File: config.mk
export PLATFORM = sky130hd
export DESIGN_NAME = sprite_blitter
export DESIGN_NICKNAME = d
export VERILOG_FILES = /design/src/rtl/sprite_blit_pkg.sv /design/src/rtl/blit_addr_gen.sv /design/src/rtl/sprite_blitter.sv
export SDC_FILE = /design/constraint.sdc
export NUM_CORES = 1
export LEC_CHECK = 0
export BUFFER_PORTS_ARGS = -buffer_cell sky130_fd_sc_hd__buf_2
export CAP_MARGIN = 20
export CORE_MARGIN = 1
export CORE_UTILIZATION = 31
export CTS_CLUSTER_DIAMETER = 100
export DETAILED_ROUTE_END_ITERATION = 10
export PLACE_DENSITY = 0.46
export SLEW_MARGIN = 20
export SYNTH_ARGS = -nofsm -noshare
export SYNTH_HDL_FRONTEND = slang
export SYNTH_SLANG_ARGS = --single-unit
File: constraint.sdc
create_clock -name Clk -period 7.03 [get_ports Clk]
set_input_delay 1.7575 -clock Clk [delete_from_list [all_inputs] [get_ports Clk]]
set_output_delay 1.7575 -clock Clk [all_outputs]
set_load 0.02 [all_outputs]
File: src/rtl/sprite_blit_pkg.sv
// Shared state encoding and default geometry for the sprite blitter.
// The default geometry describes a 120x96 sprite sheet and a 640x480 frame buffer.
package sprite_blit_pkg;

  typedef enum logic [1:0] {
    IDLE  = 2'd0,
    FETCH = 2'd1,
    DRAIN = 2'd2,
    DONE  = 2'd3
  } blit_state_t;

  localparam int SHEET_W_DEF   = 120;
  localparam int ADDR_W_DEF    = 14;
  localparam int DATA_W_DEF    = 5;
  localparam int TILE_W_DEF    = 24;
  localparam int TILE_H_DEF    = 24;
  localparam int FB_W_DEF      = 640;
  localparam int FB_H_DEF      = 480;
  localparam int FB_ADDR_W_DEF = 19;
  localparam int DST_X_W       = 10;
  localparam int DST_Y_W       = 9;

  localparam logic [4:0] TRANSPARENT_DEF = 5'h00;

endpackage

File: src/rtl/blit_addr_gen.sv
// Tile walk for the sprite blitter. Counters and addresses describe the texel
// being issued this cycle, and rom_addr always equals row_base + tx.
module blit_addr_gen
  import sprite_blit_pkg::*;
#(
  parameter int SHEET_W   = SHEET_W_DEF,
  parameter int ADDR_W    = ADDR_W_DEF,
  parameter int TILE_W    = TILE_W_DEF,
  parameter int TILE_H    = TILE_H_DEF,
  parameter int FB_W      = FB_W_DEF,
  parameter int FB_ADDR_W = FB_ADDR_W_DEF,
  parameter int TX_W      = $clog2(TILE_W),
  parameter int TY_W      = $clog2(TILE_H)
) (
  input  logic                 Clk,
  input  logic                 Reset_n,
  input  logic                 load,
  input  logic                 advance,
  input  logic [ADDR_W-1:0]    src_base,
  input  logic [DST_X_W-1:0]   dst_x,
  input  logic [DST_Y_W-1:0]   dst_y,
  output logic [TX_W-1:0]      tx,
  output logic [TY_W-1:0]      ty,
  output logic [ADDR_W-1:0]    rom_addr,
  output logic [FB_ADDR_W-1:0] fb_row_base,
  output logic [DST_X_W-1:0]   dst_x_q,
  output logic [DST_Y_W-1:0]   dst_y_q,
  output logic                 last
);

  logic [ADDR_W-1:0] row_base;
  logic              row_end;

  assign row_end = (tx == TX_W'(TILE_W - 1));
  assign last    = row_end && (ty == TY_W'(TILE_H - 1));

  always_ff @(posedge Clk or negedge Reset_n) begin
    if (!Reset_n) begin
      tx          <= '0;
      ty          <= '0;
      row_base    <= '0;
      rom_addr    <= '0;
      fb_row_base <= '0;
      dst_x_q     <= '0;
      dst_y_q     <= '0;
    end else if (load) begin
      tx          <= '0;
      ty          <= '0;
      row_base    <= src_base;
      rom_addr    <= src_base;
      // The only multiply in the blitter: the first destination row offset.
      fb_row_base <= FB_ADDR_W'(dst_y) * FB_ADDR_W'(FB_W);
      dst_x_q     <= dst_x;
      dst_y_q     <= dst_y;
    end else if (advance) begin
      if (row_end) begin
        tx          <= '0;
        ty          <= ty + 1'b1;
        row_base    <= row_base + ADDR_W'(SHEET_W);
        rom_addr    <= row_base + ADDR_W'(SHEET_W);
        fb_row_base <= fb_row_base + FB_ADDR_W'(FB_W);
      end else begin
        tx       <= tx + 1'b1;
        rom_addr <= rom_addr + 1'b1;
      end
    end
  end

endmodule

File: src/rtl/sprite_blitter.sv
// Copies one tile from the sprite-sheet ROM into the frame buffer, skipping
// transparent and off-screen texels. A texel issued in cycle n is written in cycle n+2.
module sprite_blitter
  import sprite_blit_pkg::*;
#(
  parameter int SHEET_W   = SHEET_W_DEF,
  parameter int ADDR_W    = ADDR_W_DEF,
  parameter int DATA_W    = DATA_W_DEF,
  parameter int TILE_W    = TILE_W_DEF,
  parameter int TILE_H    = TILE_H_DEF,
  parameter int FB_W      = FB_W_DEF,
  parameter int FB_H      = FB_H_DEF,
  parameter int FB_ADDR_W = FB_ADDR_W_DEF,
  parameter logic [DATA_W-1:0] TRANSPARENT = DATA_W'(TRANSPARENT_DEF)
) (
  input  logic                 Clk,
  input  logic                 Reset_n,
  input  logic                 start,
  input  logic [ADDR_W-1:0]    src_base,
  input  logic [DST_X_W-1:0]   dst_x,
  input  logic [DST_Y_W-1:0]   dst_y,
  output logic                 busy,
  output logic                 done,
  output logic [ADDR_W-1:0]    rom_addr,
  input  logic [DATA_W-1:0]    rom_data,
  output logic                 fb_we,
  output logic [FB_ADDR_W-1:0] fb_addr,
  output logic [DATA_W-1:0]    fb_data
);

  localparam int TX_W = $clog2(TILE_W);
  localparam int TY_W = $clog2(TILE_H);
  localparam int XS_W = DST_X_W + 1;
  localparam int YS_W = DST_Y_W + 1;

  function automatic logic on_screen(input logic [XS_W-1:0] xs, input logic [YS_W-1:0] ys);
    return (xs < XS_W'(FB_W)) && (ys < YS_W'(FB_H));
  endfunction

  blit_state_t state, state_nxt;
  logic        drain_cnt;
  logic        load, advance, last;

  logic [TX_W-1:0]      tx;
  logic [TY_W-1:0]      ty;
  logic [FB_ADDR_W-1:0] fb_row_base;
  logic [DST_X_W-1:0]   dst_x_q;
  logic [DST_Y_W-1:0]   dst_y_q;

  blit_addr_gen #(
    .SHEET_W  (SHEET_W),
    .ADDR_W   (ADDR_W),
    .TILE_W   (TILE_W),
    .TILE_H   (TILE_H),
    .FB_W     (FB_W),
    .FB_ADDR_W(FB_ADDR_W)
  ) u_addr_gen (
    .Clk        (Clk),
    .Reset_n    (Reset_n),
    .load       (load),
    .advance    (advance),
    .src_base   (src_base),
    .dst_x      (dst_x),
    .dst_y      (dst_y),
    .tx         (tx),
    .ty         (ty),
    .rom_addr   (rom_addr),
    .fb_row_base(fb_row_base),
    .dst_x_q    (dst_x_q),
    .dst_y_q    (dst_y_q),
    .last       (last)
  );

  always_ff @(posedge Clk or negedge Reset_n) begin
    if (!Reset_n) begin
      state     <= IDLE;
      drain_cnt <= 1'b0;
    end else begin
      state     <= state_nxt;
      drain_cnt <= (state == DRAIN) ? ~drain_cnt : 1'b0;
    end
  end

  always_comb begin
    state_nxt = state;
    load      = 1'b0;
    advance   = 1'b0;
    busy      = (state != IDLE);
    done      = (state == DONE);
    case (state)
      IDLE: begin
        if (start) begin
          load      = 1'b1;
          state_nxt = FETCH;
        end
      end
      FETCH: begin
        advance = 1'b1;
        if (last) state_nxt = DRAIN;
      end
      DRAIN: begin
        if (drain_cnt) state_nxt = DONE;
      end
      DONE:    state_nxt = IDLE;
      default: state_nxt = IDLE;
    endcase
  end

  // Stage p0: texel issued this cycle, rom_addr presented to the ROM
  logic                 vld_p0;
  logic [XS_W-1:0]      x_sum_p0;
  logic [YS_W-1:0]      y_sum_p0;
  logic [FB_ADDR_W-1:0] fb_addr_p0;

  assign vld_p0     = advance;
  assign x_sum_p0   = {1'b0, dst_x_q} + XS_W'(tx);
  assign y_sum_p0   = {1'b0, dst_y_q} + YS_W'(ty);
  assign fb_addr_p0 = fb_row_base + FB_ADDR_W'(dst_x_q) + FB_ADDR_W'(tx);

  // Stage p1: aligned with rom_data returned by the ROM
  logic                 vld_p1;
  logic                 keep_p1;
  logic [FB_ADDR_W-1:0] fb_addr_p1;

  always_ff @(posedge Clk or negedge Reset_n) begin
    if (!Reset_n) vld_p1 <= 1'b0;
    else          vld_p1 <= vld_p0;
  end

  always_ff @(posedge Clk) begin
    keep_p1    <= on_screen(x_sum_p0, y_sum_p0);
    fb_addr_p1 <= fb_addr_p0;
  end

  // Stage p2: registered frame-buffer write port
  always_ff @(posedge Clk or negedge Reset_n) begin
    if (!Reset_n) begin
      fb_we   <= 1'b0;
      fb_addr <= '0;
      fb_data <= '0;
    end else begin
      fb_we <= vld_p1 && keep_p1 && (rom_data != TRANSPARENT);
      if (vld_p1) begin
        fb_addr <= fb_addr_p1;
        fb_data <= rom_data;
      end
    end
  end

endmodule

* Word level (Yosys, flattened, before mapping)
Cells that the tools add are included.
W data, S select, Z words.
** Storage, ports and cells
- Bits in registers :: 125
- Bits in latches :: 0
- RAM bits :: 0
- ROM bits :: 0
- Output and inout bits :: 41
- Logic and storage cells :: 70
- Memories kept :: 0
** Operators by class
- Add/sub/neg operators :: 9
- Multiply operators :: 1
- Div/mod/pow operators :: 0
- Order comparisons :: 2
- Equality and inequality tests :: 8
- Shift-type cells :: 0
- Mux-type cells :: 23
- Bitwise logic cells :: 1
- Reductions and logical operators :: 11
** Operator list (number)
- $mux W14 :: 6
- $mux W19 :: 3
- $mux W5 :: 6
- $add A19 B10 Y19 :: 1
- $add A19 B10 Y19 const B :: 1
- $add A19 B5 Y19 :: 1
- $add A14 B1 Y14 const B :: 1
- $add A14 B7 Y14 const B :: 1
- $mul A9 B3 Y12 const B :: 1
- $add A10 B5 Y11 :: 1
- $lt A11 B10 Y1 const B :: 1
- $add A5 B1 Y5 const B :: 2
- $add A9 B5 Y10 :: 1
- $eq A5 B5 Y1 const B :: 2
- $lt A10 B9 Y1 const B :: 1
- $pmux W2 S4 :: 1
- $mux W2 :: 3
- $ne A2 B2 Y1 const B :: 3
- $reduce_bool A2 Y1 :: 3
- $reduce_bool A5 Y1 :: 1
- $eq A2 B2 Y1 const B :: 2
- $logic_and A1 B1 Y1 :: 4
- $mux W1 :: 4
- $reduce_and A3 Y1 :: 1
- 4 further kinds :: 4

* Longest topological paths before layout
- Depth after elaboration :: 4
- Gate-level depth with buffers :: 9
- Mapped depth without buffers :: 8

* Modules after synthesis
A second synthesis with hierarchy kept.
** Unflattened totals
- Cells, all modules :: 615
- Area total of the unflattened synthesis :: 6551.3 um2
** By module, submodules not included
- blit_addr_gen :: instances 1, cells an instance 419, area each 4091.4 um2
- sprite_blitter :: instances 1, cells an instance 196, area each 2459.9 um2

* Worst setup path after synthesis
No wires, ideal clock.
- Path type :: input-to-reg
- Start :: input port dst_y[1]
- End :: register u_addr_gen.fb_row_base[18]
- Library setup time :: 0.121 ns
- Arrival :: 3.603 ns
- Required time :: 6.909 ns
- Slack :: 3.306 ns
- Stages on the path :: 8
- Path buffers :: 0
- Path through :: ha_1 > ha_1 > fa_1 > a211oi_1 > o21bai_1 > a21oi_1 > o221ai_1 > a32o_2
** Between the ends
- Longest elaborated chain between the ends :: 2
** Ends and longest elaborated chain
- start: declaration :: RTL line sprite_blitter.sv:21 : input logic [DST_Y_W-1:0] dst_y,
- $mul A9 B3 Y12 :: RTL line blit_addr_gen.sv:52 : fb_row_base <= FB_ADDR_W'(dst_y) * FB_ADDR_W'(FB_W);
- $mux W19 :: RTL line blit_addr_gen.sv:46 : end else if (load) begin
- end signal: assignment :: RTL line blit_addr_gen.sv:52
- end signal: assignment :: RTL line blit_addr_gen.sv:61 : fb_row_base <= fb_row_base + FB_ADDR_W'(FB_W);
- end: declaration :: RTL line blit_addr_gen.sv:25 : output logic [FB_ADDR_W-1:0] fb_row_base,
No other way between the ends.
A chain may end at the register's enable or synchronous reset.

* Worst setup path after layout
Same ends and word-level chain as after synthesis.

==> flow_metrics.tcl <==
set metrics [dict create \
    status "complete, no violations" \
    cts_setup_buffers 0 \
    crit_required_ns 7.34 \
    max_slew_margin_pct 35.1 \
    grt_pass1_vias 5290 \
    clock-root-buffer "clkbuf_16" \
    post_synth_inst_count 696 \
    power_per_cell_area_nw_per_um2 200 \
    syn-num-nets 788 \
    cp-end-kind "flip-flop" \
    port_buffers 81 \
    slew_at_the_pin_with_the_worst_max_slew_slack_ns 0.973 \
    post_route_cells_drive_above_1_share_pct 19.8 \
    clockBufferDepth 2 \
    synthFlopType "dfrtp_1" \
    yosysSeqAreaShare_pct 43.1 \
    synth_top_family_by_area "simple AND/OR/NAND/NOR gates" \
    drt_first_iter_violations 257 \
    num_antenna_cells 0 \
    die_width_um 148 \
    post-route-min-period_ns 3.65 \
    postSynthAreaPerCell_sq_um 9.50 \
    synth_compound_area_share_pct 13.7 \
    post-dp-hpwl_mm 11.6 \
    final-instance-count-excl-fill 1051 \
    synth-edff-count 0 \
    design.portCount 82 \
    maximum_number_of_pins_on_one_net_before_global_route_repair 51 \
    cts-buffers-inserted 17 \
    critical_path_arrival_ns 3.96 \
    yosysTopAreaCell "dfrtp_1" \
    worstSetupPathType "primary input to flip-flop" \
    firstDrtPassIters 5 \
    gr-usage-all-layers_pct 15.9 \
    synth-seq-cells 118 \
    synthTopCellsByArea "dfrtp_1, ha_1, nand2_1, dfxtp_1, mux2_2" \
    tns_ns 0 \
    crit-reg2reg-launch "u_addr_gen.tx[1]" \
    drcViolationCount 0 \
    flow.area_growth_from_synthesis_pct 17.8 \
    synth.mux.area_fraction_pct 4.86 \
    route.detailed.vias_per_inst 5.07 \
    tritoncts "yes" \
    clk_pin_slew_ns 0.06 \
    synth-simple-area-share_pct 19.3 \
    report.power.total_mw 1.56 \
    gpl.final_weighted_congestion 0.829 \
    numPlacedInstances 1019 \
    fin_hold_ws_ns 0.418 \
    cts_resized 0 \
    cpPeakStageDelay_ns 0.43 \
    synthArstFlopShare_pct 83.1 \
    critPathLaunch "dst_y[1]" \
    synth.yosys.warnings 0 \
    min_from "drain_cnt" \
    postPlaceCellArea_sq_um 7230 \
    number_of_max_cap_violations 0 \
    critical_path_peak_fanout 3 \
    slew_viols_final 0 \
    crit_top_cell "ha_1" \
    grt_first_pass_wirelength_mm 27.2 \
    hp-class "flip-flop to flip-flop" \
    max_clock_freq_mhz 274 \
    rsz0062_at_grt "no" \
    globalRoute.totalOverflow 0 \
    final_antenna_net_count 0 \
    xor_xnor_portion_of_the_synthesized_cell_area_pct 5.69 \
    hold_viol_final 0 \
    placeable_core_region_sq_um 21000 \
    final_layout_fill_cell_count 2148 \
    crit_path_top_delay_cell "fa_1" \
    ctsHoldBuffers 0 \
    die_y_um 148 \
    detailroute.via_count 5333 \
    finalSetupViolations 0 \
    netlist-cell-type-count 64 \
    share_of_synthesized_cell_area_in_full_adder_half_adder_and_majority_cells_pct 9.87 \
    finish.net_count 855 \
    layout_worst_path_cycle_share_pct 51.9 \
    clock_sink_count 118 \
    clock_latency_ns 0.42 \
    crit_chain "buf_2 > ha_1 > ha_1 > fa_1 > a211oi_1 > o21bai_1 > a21oi_1 > o221ai_1 > a32o_2" \
    routedWlPerCell_um 15.5 \
    routed_wirelength_mm 16.3 \
    cts_htree_levels 4 \
    total_leakage_power_nw 3.61 \
    initial_core_util_pct 31.6 \
    clock_skew_ns 0.00941 \
    crit_path_start_kind "primary input" \
    design.die.area_sq_um 21900 \
    final_design_area_no_fill_sq_um 7790 \
    peak_vdd_ir_mv 0.147 \
    synth_largest_type_area_fraction_pct 37.1 \
    number_of_antenna_violations_at_the_first_check_in_global_routing 1 \
    rows 53 \
    synth.cell_area_sq_um 6620 \
]
state kept, by name, indices dropped and copies added (netlist names), 9 cells and up:
| register | cells |
|---|---|
| u_addr_gen.fb_row_base | 12 |
| u_addr_gen.row_base | 14 |
| u_addr_gen.rom_addr | 14 |
| fb_addr | 19 |
| fb_addr_p1 | 19 |
| u_addr_gen.dst_y_q | 9 |
| u_addr_gen.dst_x_q | 10 |
layout by cell type, fill, tap and decap left out, types with 19 or more instances in the layout:
| cell type | Yosys | routed |
|---|---|---|
| ha_1 | 49 | 49 |
| buf_2 | 11 | 80 |
| a21oi_1 | 36 | 36 |
| xnor2_1 | 24 | 24 |
| mux2_2 | 25 | 25 |
| xor2_1 | 19 | 19 |
| nor2_1 | 48 | 48 |
| nand2_1 | 111 | 111 |
| dfxtp_1 | 20 | 20 |
| o21ai_0 | 37 | 37 |
| dfrtp_1 | 98 | 98 |
worst paths after layout:
check                                              to  slack (ns)  cells past startpoint
max                        u_addr_gen.fb_row_base[18]        3.38                      9
min                                         drain_cnt        0.42                      1
max reg2reg                            fb_addr_p1[15]        4.22                      7
min reg2reg                                 drain_cnt        0.42                      1
max in group asynchronous            u_addr_gen.ty[4]        4.52                      2
min in group asynchronous                 fb_addr[14]        1.36                      1
critical path: cells and delay by family:
kind	cells	cell delay (ns)
AOI/OAI and AO/OA	5	1.10
adders and majority gates	3	0.97
buffers and inverters	1	0.12
Yosys cell counts, types with 4 or more instances:
master     instances
a21o_1             7
a211oi_1          10
nand3_1           14
mux2i_1            4
nor3_1            18
a2111oi_0          5
dfrtp_1           98
nand2_1          111
xnor2_1           24
nand2b_1           6
mux2_2            25
inv_1             15
nor2_1            48
a21oi_1           36
o211ai_1           8
buf_2             11
nand4b_1           4
nor3b_1           11
ha_1              49
o21ai_0           37
dfxtp_1           20
o22ai_1            4
nor4_1             6
clkbuf_1          19
nand4_1           16
buf_1              5
xor2_1            19
report_power, final:
group	switching (mW)	internal (mW)
clock	0.327	0.487
sequential	0.000611	0.679
combinational	0.0391	0.0247
total	0.367	1.19
through the flow:
step	utilization (%)	setup slack (ns)
after floorplan	-	3.31
after global placement	34.5	3.02
after detailed placement	34.5	2.99
after CTS	37.2	3.43
after global routing	37.2	3.32
final	37.2	3.38
cell families (layout without fill, tap and decap cells):
kind of cell	count (synthesis)	in the layout
AO/OA/AOI/OAI	141	141
adder cells (fa/ha/maj)	51	51
AND/OR/NAND/NOR	261	261
XOR/XNOR	43	43
multiplexers	29	29
flip-flops	118	118
buffers and inverters	53	133
layout make-up:
cell class                      count  area, sq um  share of cell area, %
Timing Repair Buffer               86          445                   5.72
Multi-Input combinational cell    525         3540                   45.4
Inverter                           15         56.3                  0.722
Tap cell                          275          344                   4.41
Clock buffer                       18          429                   5.51
Clock inverter                     14          130                   1.67
Sequential cell                   118         2850                   36.6
metal layers:
| layer | up-vias | wire (um) | global-route usage, % |
|---|---|---|---|
| li1 | 2625 | - | - |
| met1 | 2574 | 7700 | 20.4 |
| met2 | 112 | 7610 | 25.8 |
| met3 | 20 | 731 | 3.93 |
| met4 | 2 | 201 | 5.67 |
| met5 | - | 11 | 0 |
No activity file was read; power rests on OpenSTA's default activity.
